--- config.mk ---
export PLATFORM = sky130hd
export DESIGN_NAME = load_store_unit
export DESIGN_NICKNAME = d
export VERILOG_FILES = /design/src/rtl/mips_lsu_pkg.sv /design/src/rtl/lsu_lane_align.sv /design/src/rtl/load_store_unit.sv
export SDC_FILE = /design/constraint.sdc
export NUM_CORES = 1
export LEC_CHECK = 0
export CORE_AREA = 2 2 171 140
export CTS_BUF_LIST = sky130_fd_sc_hd__clkbuf_4
export CTS_CLUSTER_SIZE = 8
export DETAILED_ROUTE_END_ITERATION = 7
export DIE_AREA = 0 0 173 142
export PLACE_DENSITY_LB_ADDON = 0.08
export SLEW_MARGIN = 0
export SYNTH_ARGS = -nofsm -noshare
export SYNTH_HDL_FRONTEND = slang
export SYNTH_HIERARCHICAL = 1
export SYNTH_SLANG_ARGS = --single-unit
--- constraint.sdc ---
create_clock -name clk -period 1.71 [get_ports clk]
set_input_delay 0.171 -clock clk [delete_from_list [all_inputs] [get_ports clk]]
set_output_delay 0.171 -clock clk [all_outputs]
set_load 0.01 [all_outputs]
--- src/rtl/mips_lsu_pkg.sv ---
// Shared encodings for the load/store unit: request size codes and FSM states.
package mips_lsu_pkg;

  localparam logic [1:0] SZ_BYTE = 2'b00;
  localparam logic [1:0] SZ_HALF = 2'b01;
  localparam logic [1:0] SZ_WORD = 2'b10;
  localparam logic [1:0] SZ_RSVD = 2'b11;

  typedef enum logic [2:0] {
    IDLE,
    LOAD,
    RMW_READ,
    WRITE,
    RESP
  } lsu_state_t;

endpackage

--- src/rtl/lsu_lane_align.sv ---
// Combinational lane logic: little-endian load extract/extend and sub-word store merge.
module lsu_lane_align
  import mips_lsu_pkg::*;
(
  input  logic [1:0]  size,
  input  logic        is_signed,
  input  logic [1:0]  addr_lo,
  input  logic [31:0] rd_word,
  input  logic [15:0] wdata,
  output logic [31:0] load_data,
  output logic [31:0] merged_word
);

  logic [7:0]  byte_sel;
  logic [15:0] half_sel;
  logic [3:0]  byte_en;
  logic [31:0] wdata_lanes;

  always_comb begin
    byte_sel  = rd_word[{addr_lo, 3'b000} +: 8];
    half_sel  = addr_lo[1] ? rd_word[31:16] : rd_word[15:0];
    load_data = rd_word;
    byte_en   = 4'b1111;
    wdata_lanes = {wdata, wdata};
    case (size)
      SZ_BYTE: begin
        load_data   = {{24{is_signed & byte_sel[7]}}, byte_sel};
        byte_en     = 4'b0001 << addr_lo;
        wdata_lanes = {4{wdata[7:0]}};
      end
      SZ_HALF: begin
        load_data = {{16{is_signed & half_sel[15]}}, half_sel};
        byte_en   = addr_lo[1] ? 4'b1100 : 4'b0011;
      end
      default: ;
    endcase
  end

  // Replicated store data lets each byte lane pick new or old data independently.
  generate
    for (genvar gi = 0; gi < 4; gi++) begin : g_merge
      assign merged_word[8*gi +: 8] = byte_en[gi] ? wdata_lanes[8*gi +: 8] : rd_word[8*gi +: 8];
    end
  endgenerate

endmodule

--- src/rtl/load_store_unit.sv ---
// Load/store unit FSM: single outstanding request, read-modify-write for sub-word stores.
// Optional LSU_MISALIGN_TRAP_EN: misaligned or reserved-size requests complete with resp_err.
module load_store_unit
  import mips_lsu_pkg::*;
#(
  parameter int ADDR_W = 32
) (
  input  logic              clk,
  input  logic              reset,
  input  logic              req_valid,
  output logic              req_ready,
  input  logic              req_write,
  input  logic [1:0]        req_size,
  input  logic              req_signed,
  input  logic [ADDR_W-1:0] req_addr,
  input  logic [31:0]       req_wdata,
  output logic              resp_valid,
  output logic [31:0]       resp_rdata,
  output logic              resp_err,
  output logic              mem_read,
  output logic              mem_write,
  output logic [ADDR_W-1:0] mem_addr,
  output logic [31:0]       mem_wdata,
  input  logic [31:0]       mem_rdata
);

  lsu_state_t        state_reg;
  logic              signed_reg;
  logic [1:0]        size_reg;
  logic [ADDR_W-1:0] addr_reg;
  logic [15:0]       wdata_reg;
  logic [31:0]       store_word_reg;
  logic [31:0]       rdata_reg;
  logic              err_reg;
  logic [31:0]       load_data;
  logic [31:0]       merged_word;
  logic              misaligned;
  logic              in_mem_state;

`ifdef LSU_MISALIGN_TRAP_EN
  assign misaligned = (req_size == SZ_RSVD) ||
                      (req_size == SZ_HALF && req_addr[0]) ||
                      (req_size == SZ_WORD && req_addr[1:0] != 2'b00);
`else
  assign misaligned = 1'b0;
`endif

  lsu_lane_align u_align (
    .size        (size_reg),
    .is_signed   (signed_reg),
    .addr_lo     (addr_reg[1:0]),
    .rd_word     (mem_rdata),
    .wdata       (wdata_reg),
    .load_data   (load_data),
    .merged_word (merged_word)
  );

  always_ff @(posedge clk) begin
    if (reset) begin
      state_reg      <= IDLE;
      signed_reg     <= 1'b0;
      size_reg       <= '0;
      addr_reg       <= '0;
      wdata_reg      <= '0;
      store_word_reg <= '0;
      rdata_reg      <= '0;
      err_reg        <= 1'b0;
    end else begin
      case (state_reg)
        IDLE: begin
          if (req_valid) begin
            signed_reg <= req_signed;
            size_reg   <= req_size;
            addr_reg   <= req_addr;
            wdata_reg  <= req_wdata[15:0];
            if (misaligned) begin
              rdata_reg <= '0;
              err_reg   <= 1'b1;
              state_reg <= RESP;
            end else if (!req_write) begin
              state_reg <= LOAD;
            end else if (req_size == SZ_BYTE || req_size == SZ_HALF) begin
              state_reg <= RMW_READ;
            end else begin
              // Full-word (and, untrapped, reserved-size) stores skip the read.
              store_word_reg <= req_wdata;
              state_reg      <= WRITE;
            end
          end
        end
        LOAD: begin
          rdata_reg <= load_data;
          err_reg   <= 1'b0;
          state_reg <= RESP;
        end
        RMW_READ: begin
          store_word_reg <= merged_word;
          state_reg      <= WRITE;
        end
        WRITE: begin
          rdata_reg <= '0;
          err_reg   <= 1'b0;
          state_reg <= RESP;
        end
        RESP:    state_reg <= IDLE;
        default: state_reg <= IDLE;
      endcase
    end
  end

  assign in_mem_state = (state_reg == LOAD) || (state_reg == RMW_READ) || (state_reg == WRITE);

  // Strobes are gated by reset so an interrupted RMW never commits.
  assign req_ready  = !reset && (state_reg == IDLE);
  assign mem_read   = !reset && ((state_reg == LOAD) || (state_reg == RMW_READ));
  assign mem_write  = !reset && (state_reg == WRITE);
  assign mem_addr   = in_mem_state ? {addr_reg[ADDR_W-1:2], 2'b00} : '0;
  assign mem_wdata  = (state_reg == WRITE) ? store_word_reg : '0;
  assign resp_valid = (state_reg == RESP);
  assign resp_rdata = rdata_reg;
  assign resp_err   = err_reg;

endmodule

==> flow_summary.ini <==
[outcome]
status = finished, violations left
failed_checks = setup timing

[routing]
routed-wl-met2_um = 13440
wl_met1_um = 14320
drcViolationCount = 0
wl_per_cell_um = 20.38
firstDrtPassIters = 8
viasPerCell = 5.144
vias = 7521
drt_iter0_markers = 651
ant_nets = 0
totalWireLength_um = 29790
route.met3.wl_um = 1641
dr.max_layer_used = met4

[sta]
rsz0062_at_grt = true
final_max_slew_viol_count = 0
fin_ws_ns = -0.2173
period_share_pct = 112.7
hold_viol_final = 0
setup_viol = 143
clock_skew_ns = 0.02587
max_freq_ghz = 0.5189
max-slew-margin-rel_pct = 56.37
tightest_slew_ns = 0.6545
fin_crit_ns = 1.927

[hold_path]
worstHoldStart = req_addr[30]
hold_path.class = in2reg
min_to = addr_reg[30]
whs_path_depth = 3

[logic_synthesis]
synth-edff-count = 0
synth_area_leaders = dfxtp_1 (35%), nand2_1 (9.2%), a21oi_1 (7.9%)
synth_cells = 869
synth_top_area_share_pct = 35.07
ys_seq_elements = 118
yosys.area.top_type = dfxtp_1
mappedNetlistArea_um2 = 6736
syn_avg_cell_area_um2 = 7.752
yosysUniqueCellTypes = 46
synth_flop_cell = dfxtp_1
async_flop_share_pct = 0
ys_warn_count = 6
seq_area_frac_synth_pct = 35.07

[grt]
grt_pass1_wl_um = 42900
grt_start_max_net_pins = 44
groute.usage.overall_pct = 22.76
grt_pass1_vias = 7042
grt_overflow = 0
antenna_found_initial = 1

[die]
core_area_um2 = 22900
initial_core_util_pct = 29.42
die-area_um2 = 24570
rows = 50
ios = 204
die-height_um = 142
die_w_um = 173

[placement]
dpl.hpwl_um = 19460
port_buffers = 200
placedInstanceArea_um2 = 9435
place_inst = 1364
pre_cts_ws_ns = -0.3014
globalplace.congestion = 0.8462

[finish]
instances_no_fill = 1462
final_util_pct = 52.13
syn_to_final_growth_pct = 77.19
postLayoutCellArea_um2 = 11940
drive_gt1_share_pct = 41.60
fillers = 2163
final_common_cell = clkdlybuf4s50_1
multi_input_comb_area_um2 = 5057
num-nets-final = 1239
seq_area_um2 = 2389
layout_common_cells = clkdlybuf4s50_1 (123), dfxtp_1 (111), nand2_1 (95)

[critical_path]
crit_fanout = 7
worstPathArrival_ns = 1.76
cp_common_cell = buf_6
crit_family = buffers and inverters
r2r_start = addr_reg[0]
crit_buf_inv = 4
reg2reg_slack_ns = -0.13
slowest_delay_ns = 0.40
cp_cell_sequence = buf_4, nor2_4, buf_6, buf_16, and2_4, buf_6
critPathLaunchType = register
r2r_cells = 6
r2r_end = store_word_reg[20]
crit_required_ns = 1.54
crit_type = reg2out
critPathCaptureType = output port
cp_slowest_cell = dfxtp_4

[cts]
cts.path.max_buffers = 2
cts.htree.levels = 4
cts_buffers = 17
cts_tree = yes
root_buffer = clkbuf_4
clk_pin_slew_ns = 0.14
clk_latency_ns = 0.58
clock_sinks = 118

[power_and_ir_drop]
ir_worst_vdd_v = 0.0004022
internal_power_mw = 5.730
leakage_nw = 5.241
power.switching_mw = 3.150
power.density_nw_per_um2 = 743.9
combPwrFrac_pct = 37.0
p_seq_share_pct = 36.1
swShare_pct = 35.47
p_clk_share_pct = 26.9

[run]
drv_cap = 0
what timing repair did:
| item | in CTS | in global routing |
|---|---|---|
| endpoints found under the setup margin | 181 | 187 |
| pin swaps | 78 | 145 |
| resized for setup | 458 | 258 |
| hold buffers | 0 | 0 |
| cloned | 10 | 10 |
| buffers inserted | 38 | 16 |
synth_stat cells, drive strengths merged (2+ instances only):
master	instances
nand2	176
a21oi	120
dfxtp	118
buf	46
clkbuf	45
nand3	41
o21ai	39
a31oi	34
and3	33
nand3b	33
a211o	32
and2	31
mux2i	31
inv	17
mux2	17
nor2	13
nor2b	10
a221o	7
and3b	7
nor3	3
nor4	3
nand2b	2
worst min-delay path, delay by kind of cell:
| kind | cells | cell delay, ns |
|---|---|---|
| buffers and inverters | 1 | 0.40 |
| AND/OR/NAND/NOR | 1 | 0.06 |
| AO/OA/AOI/OAI | 1 | 0.05 |
metrics by stage:
| step | hold WS (ns) | power (mW) | TNS, ns |
|---|---|---|---|
| 6_report | 0.1353 | 8.880 | -15.53 |
| 5_1_grt | 0.07233 | 9.306 | -23.95 |
| 4_1_cts | 0.08284 | 8.370 | -13.57 |
| 2_1_floorplan | 0.3070 | 4.372 | -0.02402 |
| 3_5_place_dp | 0.4430 | 5.402 | -19.79 |
| 3_3_place_gp | 0.4382 | 5.399 | -23.52 |
layer usage:
layer  vias to the layer above  global-route usage [%]
met5                         -                       0
li1                       3592                       -
met2                       234                   34.78
met1                      3669                   32.43
met4                         0                   5.754
met3                        26                   5.021
worst max-delay path by stage:
stage                  from                  to  slack, ns  cells after the start
2_1_floorplan   size_reg[1]  store_word_reg[26]     -0.002                      7
3_3_place_gp   state_reg[0]           req_ready      -0.40                      4
3_5_place_dp   state_reg[0]           req_ready      -0.30                      4
4_1_cts        state_reg[2]           req_ready      -0.25                      4
5_1_grt        state_reg[0]       mem_wdata[20]      -0.30                      5
6_report       state_reg[2]        mem_addr[24]      -0.22                      6
power groups by stage:
stage | Combinational, mW | Clock, mW | Sequential, mW
after floorplan | 1.23 | 0 | 3.14
after global placement | 2.20 | 0 | 3.20
after detailed placement | 2.20 | 0 | 3.20
after CTS | 2.74 | 2.47 | 3.16
after global routing | 3.48 | 2.60 | 3.23
final | 3.29 | 2.39 | 3.21
cells by family (layout without fill, tap and decap cells):
kind of cell | after synthesis | after routing | share of synthesized area (%)
AO/OA/AOI/OAI | 235 | 236 | 21.64
XOR/XNOR | 1 | 1 | 0.1300
buffers and inverters | 108 | 385 | 7.782
flip-flops | 118 | 118 | 35.07
multiplexers | 49 | 49 | 7.838
other | 1 | 4 | 0.05567
AND/OR/NAND/NOR | 357 | 357 | 27.49
cell type report:
class                      count  area share, %
sequential                   118          20.01
inverter                      17         0.5346
antenna                        1        0.02096
clock buffer                  17          1.069
tap                          312          3.270
timing repair buffer         336          31.12
clock inverter                15          1.604
multi-input combinational    646          42.37
Note: power is estimated with default switching activity, not from simulation.
